--- src/rtl/ray_dir_gen_pkg.sv ---
// ray_dir_gen_pkg
// Shared definitions for the primary-ray direction generator: the 27-bit
// float layout (sign | 8-bit exponent, bias 127 | 18-bit mantissa) and a
// field-packing helper used by the integer-to-float converter.
package ray_dir_gen_pkg;

  localparam int FP_W        = 27;
  localparam int FP_EXP_W    = 8;
  localparam int FP_MAN_W    = 18;
  localparam int FP_EXP_BIAS = 127;
  localparam int FP_SIGN_POS = 26;
  localparam int FP_EXP_HI   = 25;
  localparam int FP_EXP_LO   = 18;
  localparam int FP_MAN_HI   = 17;

  localparam logic [FP_W-1:0] FP_ONE = 27'h1FC0000;

  typedef logic [FP_W-1:0] fp_t;

  function automatic fp_t fp_pack(input logic                sign,
                                  input logic [FP_EXP_W-1:0] exp_f,
                                  input logic [FP_MAN_W-1:0] man_f);
    fp_t f;
    f = '0;
    f[FP_SIGN_POS]         = sign;
    f[FP_EXP_HI:FP_EXP_LO] = exp_f;
    f[FP_MAN_HI:0]         = man_f;
    return f;
  endfunction

endpackage

--- src/rtl/ray_dir_gen_int_to_fp.sv ---
// ray_dir_gen_int_to_fp
// Combinational signed integer to 27-bit float conversion. Exact: the
// operand never has more significant bits than the mantissa can hold, so no
// rounding is needed. Zero converts to all-zero.
// Ports:
//   value   in   IN_W  signed integer operand
//   result  out  27    float encoding of value
module ray_dir_gen_int_to_fp
  import ray_dir_gen_pkg::*;
#(
  parameter int IN_W = 12
) (
  input  logic signed [IN_W-1:0] value,
  output fp_t                    result
);

  localparam int LEAD_W = $clog2(IN_W);

  logic [IN_W-1:0]     mag;
  logic [LEAD_W-1:0]   lead;
  logic [FP_MAN_W-1:0] man;

  always_comb begin
    mag  = value[IN_W-1] ? -value : value;
    lead = '0;
    for (int i = 0; i < IN_W; i++) begin
      if (mag[i]) lead = LEAD_W'(i);
    end
    // Shifting right by the leading-one position parks the leading one just
    // above the mantissa field; the truncation drops it and everything above.
    man = FP_MAN_W'({mag, {FP_MAN_W{1'b0}}} >> lead);
    if (mag == '0) result = '0;
    else result = fp_pack(value[IN_W-1],
                          FP_EXP_W'(FP_EXP_BIAS) + FP_EXP_W'(lead), man);
  end

endmodule

--- src/rtl/ray_dir_gen.sv ---
// ray_dir_gen
// Raster-order primary-ray direction generator. Walks every pixel of the
// frame and emits the unnormalized camera-space direction
// (2*px-(H_RES-1), (V_RES-1)-2*py, FOCAL) as 27-bit floats under a
// valid/ready handshake.
// Ports:
//   i_clk         in   1   clock, rising edge
//   i_rst_n       in   1   synchronous active-low reset
//   i_start       in   1   begin a frame (honoured in IDLE only)
//   i_ready       in   1   downstream accepts the current ray
//   o_valid       out  1   ray outputs valid
//   o_pixel_x/y   out  -   pixel coordinates of current ray
//   o_dir_x/y/z   out  27  direction components
//   o_busy        out  1   frame in progress
//   o_frame_done  out  1   one-cycle pulse after the last ray transfers
//
// state | meaning
// IDLE  | no frame in progress, waiting for i_start
// RUN   | presenting rays, advancing on every transfer
module ray_dir_gen
  import ray_dir_gen_pkg::*;
#(
  parameter int  H_RES = 640,
  parameter int  V_RES = 480,
  parameter fp_t FOCAL = FP_ONE
) (
  input  logic                     i_clk,
  input  logic                     i_rst_n,
  input  logic                     i_start,
  input  logic                     i_ready,
  output logic                     o_valid,
  output logic [$clog2(H_RES)-1:0] o_pixel_x,
  output logic [$clog2(V_RES)-1:0] o_pixel_y,
  output fp_t                      o_dir_x,
  output fp_t                      o_dir_y,
  output fp_t                      o_dir_z,
  output logic                     o_busy,
  output logic                     o_frame_done
);

  localparam int PX_W = $clog2(H_RES);
  localparam int PY_W = $clog2(V_RES);
  localparam int X_W  = PX_W + 2;
  localparam int Y_W  = PY_W + 2;

  localparam logic [0:0] ST_IDLE = 1'b0;
  localparam logic [0:0] ST_RUN  = 1'b1;

  logic [0:0]       state_q, state_nxt;
  logic [PX_W-1:0]  px_q, px_nxt;
  logic [PY_W-1:0]  py_q, py_nxt;
  logic             load;
  logic             done_nxt;
  logic signed [X_W-1:0] x_int;
  logic signed [Y_W-1:0] y_int;
  fp_t              x_fp, y_fp;

  always_comb begin
    state_nxt = state_q;
    px_nxt    = px_q;
    py_nxt    = py_q;
    load      = 1'b0;
    done_nxt  = 1'b0;
    case (state_q)
      ST_IDLE: begin
        if (i_start) begin
          state_nxt = ST_RUN;
          px_nxt    = '0;
          py_nxt    = '0;
          load      = 1'b1;
        end
      end
      default: begin
        if (i_ready) begin
          if (px_q == PX_W'(H_RES - 1)) begin
            px_nxt = '0;
            if (py_q == PY_W'(V_RES - 1)) begin
              // Last ray taken: direction registers keep the final ray.
              state_nxt = ST_IDLE;
              py_nxt    = '0;
              done_nxt  = 1'b1;
            end else begin
              py_nxt = py_q + PY_W'(1);
              load   = 1'b1;
            end
          end else begin
            px_nxt = px_q + PX_W'(1);
            load   = 1'b1;
          end
        end
      end
    endcase
  end

  // Both operands are odd for even resolutions, so they are never zero.
  assign x_int = $signed({1'b0, px_nxt, 1'b0}) - X_W'(H_RES - 1);
  assign y_int = Y_W'(V_RES - 1) - $signed({1'b0, py_nxt, 1'b0});

  ray_dir_gen_int_to_fp #(.IN_W(X_W)) u_cvt_x (.value(x_int), .result(x_fp));
  ray_dir_gen_int_to_fp #(.IN_W(Y_W)) u_cvt_y (.value(y_int), .result(y_fp));

  always_ff @(posedge i_clk) begin
    if (!i_rst_n) begin
      state_q      <= ST_IDLE;
      px_q         <= '0;
      py_q         <= '0;
      o_dir_x      <= '0;
      o_dir_y      <= '0;
      o_dir_z      <= '0;
      o_frame_done <= 1'b0;
    end else begin
      state_q      <= state_nxt;
      px_q         <= px_nxt;
      py_q         <= py_nxt;
      o_frame_done <= done_nxt;
      if (load) begin
        o_dir_x <= x_fp;
        o_dir_y <= y_fp;
        o_dir_z <= FOCAL;
      end
    end
  end

  assign o_valid   = (state_q == ST_RUN);
  assign o_busy    = (state_q == ST_RUN);
  assign o_pixel_x = px_q;
  assign o_pixel_y = py_q;

endmodule

--- config.mk ---
export PLATFORM = sky130hd
export DESIGN_NAME = ray_dir_gen
export DESIGN_NICKNAME = d
export VERILOG_FILES = /design/src/rtl/ray_dir_gen_pkg.sv /design/src/rtl/ray_dir_gen_int_to_fp.sv /design/src/rtl/ray_dir_gen.sv
export SDC_FILE = /design/constraint.sdc
export NUM_CORES = 1
export LEC_CHECK = 0
export CAP_MARGIN = 25
export CORE_MARGIN = 2
export CORE_UTILIZATION = 39
export DETAILED_ROUTE_END_ITERATION = 7
export GPL_TIMING_DRIVEN = 0
export PLACE_DENSITY = 0.69
export SYNTH_ARGS = -nofsm -noshare
export SYNTH_HDL_FRONTEND = slang
export SYNTH_HIERARCHICAL = 1
export SYNTH_SLANG_ARGS = --single-unit
--- constraint.sdc ---
create_clock -name i_clk -period 10.2 [get_ports i_clk]
set_input_delay 3.06 -clock i_clk [delete_from_list [all_inputs] [get_ports i_clk]]
set_output_delay 3.06 -clock i_clk [all_outputs]
set_load 0.02 [all_outputs]
Word-level counts from Yosys, hierarchy flattened
Index checks and enable logic that the tools add are counted.
{"block": "word_totals", "reg_bits": 76, "inputBits": 4, "output_inout_bits": 103, "wordCells": 64}
{"block": "classes", "addsub": 8, "n_eq_ne": 2, "shifts": 2, "n_mux": 42, "n_reduce_logical": 3}
{"cell": "two-way mux 27 bit", "n": 2}
{"cell": "two-way mux 9 bit", "n": 5}
{"cell": "two-way mux 10 bit", "n": 4}
{"cell": "right shift 30 x 4 -> 18 bit", "n": 1}
{"cell": "right shift 29 x 4 -> 18 bit", "n": 1}
{"cell": "two-way mux 4 bit", "n": 7}
{"cell": "two-way mux 3 bit", "n": 8}
{"cell": "adder 7 x 4 -> 8 bit (first input constant)", "n": 2}
{"cell": "zero test 12 bit", "n": 1}
{"cell": "two-way mux 12 bit", "n": 1}
{"cell": "negation 12 bit", "n": 1}
{"cell": "subtractor 11 x 10 -> 12 bit (second input constant)", "n": 1}
{"cell": "zero test 11 bit", "n": 1}
{"cell": "two-way mux 11 bit", "n": 1}
{"cell": "negation 11 bit", "n": 1}
{"cell": "subtractor 9 x 10 -> 11 bit (first input constant)", "n": 1}
{"cell": "adder 10 x 1 -> 10 bit (second input constant)", "n": 1}
{"cell": "equality test 10 bit (second input constant)", "n": 1}
{"cell": "two-way mux 1 bit", "n": 10}
{"cell": "adder 9 x 1 -> 9 bit (second input constant)", "n": 1}
{"cell": "equality test 9 bit (second input constant)", "n": 1}
{"cell": "two-way mux 2 bit", "n": 4}
{"cell": "AND reduction 4 bit", "n": 1}

Depth between registers and ports, before layout
{"block": "logic_depth", "depth_word": 20, "ltp_mapped": 23, "mapped_depth_nobuf": 21}

Modules after synthesis
The synthesis kept the hierarchy.
{"mod": "ray_dir_gen", "n_inst": 1, "cells_each": 445, "area_per_inst_um2": 3465.8, "seq_area_each_um2": 1521.5}
{"mod": "ray_dir_gen_int_to_fp at u_cvt_x", "n_inst": 1, "cells_each": 201, "area_per_inst_um2": 1285.0, "seq_area_each_um2": 0.0}
{"mod": "ray_dir_gen_int_to_fp at u_cvt_y", "n_inst": 1, "cells_each": 168, "area_per_inst_um2": 1116.1, "seq_area_each_um2": 0.0}

Worst setup path before layout
No wires, ideal clock.
{"block": "synth_timing", "path_type": "input -> register", "startpoint": "in i_ready", "endpoint": "reg o_dir_y[24]", "setup_time_ns": 0.132, "arrival_ns": 6.797, "required_ns": 10.068, "slack_ns": 3.271, "cell_stages": 22, "n_path_buf": 3, "path_cell_list": "nand4_1 -> or4_4 -> or4b_1 -> o211ai_2 -> inv_1 -> ha_1 -> inv_1 -> nor3b_1 -> xnor2_1 -> clkbuf_1 -> or2_2 -> nor2_1 -> a31oi_1 -> a32oi_2 -> a21oi_4 -> buf_6 -> inv_1 -> ha_1 -> and3_1 -> buf_4 -> nand2_1 -> a21oi_1"}
{"block": "synth_via", "elab_cells_between_ends": 20, "classes_between": "add/sub (3); mux (16); reduce/logical (1)"}
{"item": "start: declaration", "line": "ray_dir_gen.sv:30", "source": "input logic i_ready,"}
{"item": "two-way mux 9 bit (*)", "line": "ray_dir_gen.sv:74", "source": "if (i_ready) begin"}
{"item": "two-way mux 9 bit (*)", "line": "ray_dir_gen.sv:64", "source": "case (state_q)"}
{"item": "named net py_nxt[5]", "line": "ray_dir_gen.sv:51", "source": "logic [PY_W-1:0] py_q, py_nxt;"}
{"item": "subtractor 9 x 10 -> 11 bit (*)", "line": "ray_dir_gen.sv:97", "source": "assign y_int = Y_W'(V_RES - 1) - $signed({1'b0, py_nxt, 1'b0});"}
{"item": "named net y_int[9]", "line": "ray_dir_gen.sv:55", "source": "logic signed [Y_W-1:0] y_int;"}
{"item": "negation 11 bit", "line": "ray_dir_gen_int_to_fp.sv:24", "source": "mag = value[IN_W-1] ? -value : value;"}
{"item": "two-way mux 11 bit (*)", "line": "ray_dir_gen_int_to_fp.sv:24"}
{"item": "two-way mux 4 bit (2 in a row)", "line": "ray_dir_gen_int_to_fp.sv:27", "source": "if (mag[i]) lead = LEAD_W'(i);"}
{"item": "adder 7 x 4 -> 8 bit", "line": "ray_dir_gen_int_to_fp.sv:34", "source": "FP_EXP_W'(FP_EXP_BIAS) + FP_EXP_W'(lead), man);"}
{"item": "two-way mux 27 bit (*)", "line": "ray_dir_gen_int_to_fp.sv:32", "source": "if (mag == '0) result = '0;"}
{"item": "named net y_fp[24]", "line": "ray_dir_gen.sv:56", "source": "fp_t x_fp, y_fp;"}
{"item": "end signal: assignment", "line": "ray_dir_gen.sv:118", "source": "o_dir_y <= y_fp;"}
{"item": "end: declaration", "line": "ray_dir_gen.sv:35", "source": "output fp_t o_dir_y,"}
The timed path passes the listed nets; every way through them passes the cells marked *.
A chain may end at the register's enable or synchronous reset.

Worst setup path after layout
{"block": "layout_timing", "startpoint": "in i_ready", "endpoint": "reg o_dir_y[24]"}
{"block": "layout_via", "elab_cells_between_ends": 20, "classes_between": "add/sub (3); mux (16); reduce/logical (1)"}
{"item": "two-way mux 9 bit (*)", "line": "ray_dir_gen.sv:74"}
{"item": "two-way mux 9 bit (*)", "line": "ray_dir_gen.sv:64"}
{"item": "subtractor 9 x 10 -> 11 bit (*)", "line": "ray_dir_gen.sv:97"}
{"item": "named net y_int[10]", "line": "ray_dir_gen.sv:55"}
{"item": "two-way mux 11 bit (*)", "line": "ray_dir_gen_int_to_fp.sv:24"}
{"item": "two-way mux 1 bit", "line": "ray_dir_gen_int_to_fp.sv:27"}
{"item": "two-way mux 2 bit (2 in a row)", "line": "ray_dir_gen_int_to_fp.sv:27"}
{"item": "two-way mux 3 bit (4 in a row)", "line": "ray_dir_gen_int_to_fp.sv:27"}
{"item": "two-way mux 4 bit (3 in a row)", "line": "ray_dir_gen_int_to_fp.sv:27"}
{"item": "adder 7 x 4 -> 8 bit", "line": "ray_dir_gen_int_to_fp.sv:34"}
{"item": "two-way mux 27 bit (*)", "line": "ray_dir_gen_int_to_fp.sv:32"}
{"item": "named net y_fp[24]", "line": "ray_dir_gen.sv:56"}
Marks and branches as above.

==> run metrics <==
result of the run complete, no violations; total routed wirelength 16200 µm; required arrival time at the worst endpoint roughly 10 ns; Leak 0.002992 µW; share of final-layout standard cells stronger than drive strength 1 0.1101; Yosys warnings 6; Crit. End Element flip-flop; netlist area before placement between 5000 and 6000 µm²; final net count just under 1000; total clock sinks 76; Detailed Route Iter0 Violations ~440; overall global routing resource usage 0.2034; library cell occupying the most area in the post-synthesis netlist sky130_fd_sc_hd__dfxtp_1; average via count per standard cell about 5.2; die outline height 126.7 µm; path type of the worst min-delay path reg -> reg; upper clock frequency limit around 120 MHz; HPWL after detailed placement around 12000 µm; crit path to o_dir_y[24]$_SDFFE_PN0P_; synthesized area divided by synthesized cell count just over 7 µm²; proportion of register bits with asynchronous set or reset after synthesis 0; diodes inserted 0; post-CTS setup repair buffer count 0; sequential-to-total area share from yosys stat 0.2593; final-layout setup total negative slack 0 ns; core area between 10000 and 15000 µm²; number of buffers inserted by hold repair at cts 0; Clock H-tree levels 3; gpl congestion 0.9054; per-cell routed wire length roughly 14 µm; maximum number of pins on one net before global-route repair 15; actual transition at the worst max-transition pin approximately 0.76 ns; worst-skew pair later-pin latency roughly 0.35 ns; VDD IR max 0.08170 mV; Max clock buf depth 2; initial antenna violation count 0; Setup violations, final 0; Primary FF master, synth sky130_fd_sc_hd__dfxtp_1; area share of the largest cell type after synthesis 0.2593; number of instances in the synthesized netlist approximately 810; Final Hold Fails 0; Die W 126.7 µm; remaining antenna violation count after routing 0; Vias between 5000 and 6000; cell types occupying the most area after synthesis sky130_fd_sc_hd__dfxtp_1, sky130_fd_sc_hd__nand2_1, sky130_fd_sc_hd__a21oi_1; power density over the cells 108.1 nW/µm²; Die Outline Area about 16000 µm²; kind of critical path in -> reg; total CTS buffers 9; max-cap violation count 0; clock tree from TritonCTS yes; number of enable-type register cells in the synthesized netlist 0; First-pass DRT Iterations 5; number of cell instances on the worst register-to-register path 20; wire length of the first global-routing pass around 27000 µm; count of pins on the block boundary between 100 and 150; clk slew on worst S/H paths roughly 0.07 ns; final cycle utilization of the critical path 0.7911; Worst R2R Setup Slack 4.73 ns; launch point of the worst reg-to-reg path o_pixel_x[0]$_SDFF_PN0_; PnR Total Power slightly above 800 µW; clk_skew roughly 0.010 ns; flop and latch count out of synthesis 76; library cell with the highest instance count after synthesis sky130_fd_sc_hd__nand2_1; post-synthesis to final-layout area growth 26.87%; final instance count without filler cells between 1000 and 1500; source of the worst hold timing path o_dir_x[25]$_SDFFE_PN0P_; worst r2r dst o_dir_y[24]$_SDFFE_PN0P_; effective utilization at floorplan 0.4021; std cell rows 44; Synth cell types just over 90; Critical Path Fanout Max 10; Commonest cells post-synth sky130_fd_sc_hd__nand2_1, sky130_fd_sc_hd__a21oi_1, sky130_fd_sc_hd__dfxtp_1, sky130_fd_sc_hd__nor2_1, sky130_fd_sc_hd__buf_4; number of global-route vias before repair 5444; launching instance or port of the critical path i_ready; clock root buffer master sky130_fd_sc_hd__clkbuf_16; GRT Residual Overflow 0; shortest period the worst path allows 8.069 ns; kind of start point of the critical path primary input; post_cts resized 0; final count of pins violating max slew 0; max-slew headroom at the worst pin 0.4897; DRC violations left 0; data arrival time of the critical path ~8.3 ns; # placed instances approximately 1100; setup repair after global routing missed its margin false; number of port buffers 86
power by group:
part | switching (µW) | total [µW] | internal, µW
clock | 133 | 331 | 198
combinational | 89.6 | 154 | 64.9
sequential | 8.24 | 319 | 311
total | 231 | 804 | 574
worst max-delay path: stages:
cell,delay (ns)
sky130_fd_sc_hd__clkdlybuf4s50_1,0.59
sky130_fd_sc_hd__nand4_1,0.26
sky130_fd_sc_hd__or4_4,0.59
sky130_fd_sc_hd__or4b_1,0.51
sky130_fd_sc_hd__nand2_1,0.08
sky130_fd_sc_hd__a22oi_1,0.11
sky130_fd_sc_hd__o41ai_1,0.10
sky130_fd_sc_hd__clkbuf_1,0.34
sky130_fd_sc_hd__clkbuf_1,0.42
sky130_fd_sc_hd__o221ai_1,0.20
sky130_fd_sc_hd__a311oi_1,0.63
sky130_fd_sc_hd__o2bb2ai_1,0.22
sky130_fd_sc_hd__o21ai_0,0.19
sky130_fd_sc_hd__nand2_2,0.25
sky130_fd_sc_hd__inv_1,0.11
sky130_fd_sc_hd__ha_1,0.19
sky130_fd_sc_hd__and3_1,0.19
sky130_fd_sc_hd__buf_4,0.11
sky130_fd_sc_hd__nand2_1,0.04
sky130_fd_sc_hd__a21oi_1,0.14
worst min-delay path by stage:
stage | endpoint | slack [ns] | cells past startpoint
6_report | o_dir_x[25]$_SDFFE_PN0P_ | 0.45 | 2
5_1_grt | o_dir_x[21]$_SDFFE_PN0P_ | 0.47 | 2
4_1_cts | o_dir_x[25]$_SDFFE_PN0P_ | 0.45 | 2
3_5_place_dp | o_dir_x[25]$_SDFFE_PN0P_ | 0.44 | 2
3_3_place_gp | o_dir_y[15]$_SDFFE_PN0P_ | 0.44 | 2
2_1_floorplan | o_dir_x[19]$_SDFFE_PN0P_ | 0.53 | 2
area by class of cell:
cell class,instances,area [µm²]
tap,184,230.2
multi-input combinational,666,3861
clock buffer,10,239.0
inverter,24,90.09
clock inverter,6,70.07
sequential,76,1521
timing repair buffer,86,860.8
buffer,95,570.5
fill,1476,7146
flip-flops by register name, summed over array words and instances, names as in the netlist:
register	count
o_dir_z	1
o_frame_done	1
o_dir_x	27
o_dir_y	27
o_pixel_y	9
o_pixel_x	10
o_busy	1
per-layer routing:
metal  GRT usage  wire (µm)  up-vias
met3     0.05525       1425       26
met4     0.05624        254        0
met2      0.3117       6905      222
met5           0          0        -
li1            -          -     3060
met1      0.2816       7611     2657
cell usage in the layout (no fill, tap or decap), types with 8 or more instances in the layout:
| cell type | count |
|---|---|
| sky130_fd_sc_hd__nand4_1 | 10 |
| sky130_fd_sc_hd__nor2_1 | 63 |
| sky130_fd_sc_hd__mux2i_1 | 16 |
| sky130_fd_sc_hd__buf_4 | 45 |
| sky130_fd_sc_hd__a21oi_1 | 76 |
| sky130_fd_sc_hd__dfxtp_1 | 76 |
| sky130_fd_sc_hd__o21ai_0 | 31 |
| sky130_fd_sc_hd__conb_1 | 51 |
| sky130_fd_sc_hd__and2_1 | 15 |
| sky130_fd_sc_hd__clkbuf_16 | 9 |
| sky130_fd_sc_hd__xor2_1 | 13 |
| sky130_fd_sc_hd__nand3_1 | 15 |
| sky130_fd_sc_hd__inv_1 | 22 |
| sky130_fd_sc_hd__ha_1 | 12 |
| sky130_fd_sc_hd__clkbuf_1 | 38 |
| sky130_fd_sc_hd__nor3_1 | 23 |
| sky130_fd_sc_hd__nand2_1 | 151 |
| sky130_fd_sc_hd__xnor2_1 | 14 |
| sky130_fd_sc_hd__or2_2 | 8 |
| sky130_fd_sc_hd__and3_1 | 11 |
| sky130_fd_sc_hd__a22oi_1 | 8 |
| sky130_fd_sc_hd__clkdlybuf4s50_1 | 86 |
cells by family (layout without fill, tap and decap cells):
group	Yosys count	in the layout	synth area share
multiplexers	20	20	0.03561
XOR/XNOR	27	27	0.04031
AO/OA/AOI/OAI	205	205	0.2316
flip-flops	76	76	0.2593
other	4	51	0.002558
AND/OR/NAND/NOR	351	351	0.2924
buffers and inverters	119	221	0.1126
adder cells (fa/ha/maj)	12	12	0.02559
per-stage QoR:
stage | setup slack, ns | cell area [µm²] | utilization | hold WS, ns
6_report | 2.131 | 7443 | 0.5102 | 0.4503
5_1_grt | 1.758 | 7443 | 0.5102 | 0.4670
4_1_cts | 2.259 | 7443 | 0.5102 | 0.4517
3_5_place_dp | 1.961 | 7134 | 0.4890 | 0.4440
3_3_place_gp | 1.942 | 7134 | 0.4890 | 0.4373
2_1_floorplan | 3.271 | 6043 | - | 0.5302
Power figures use the tool's default switching activity.
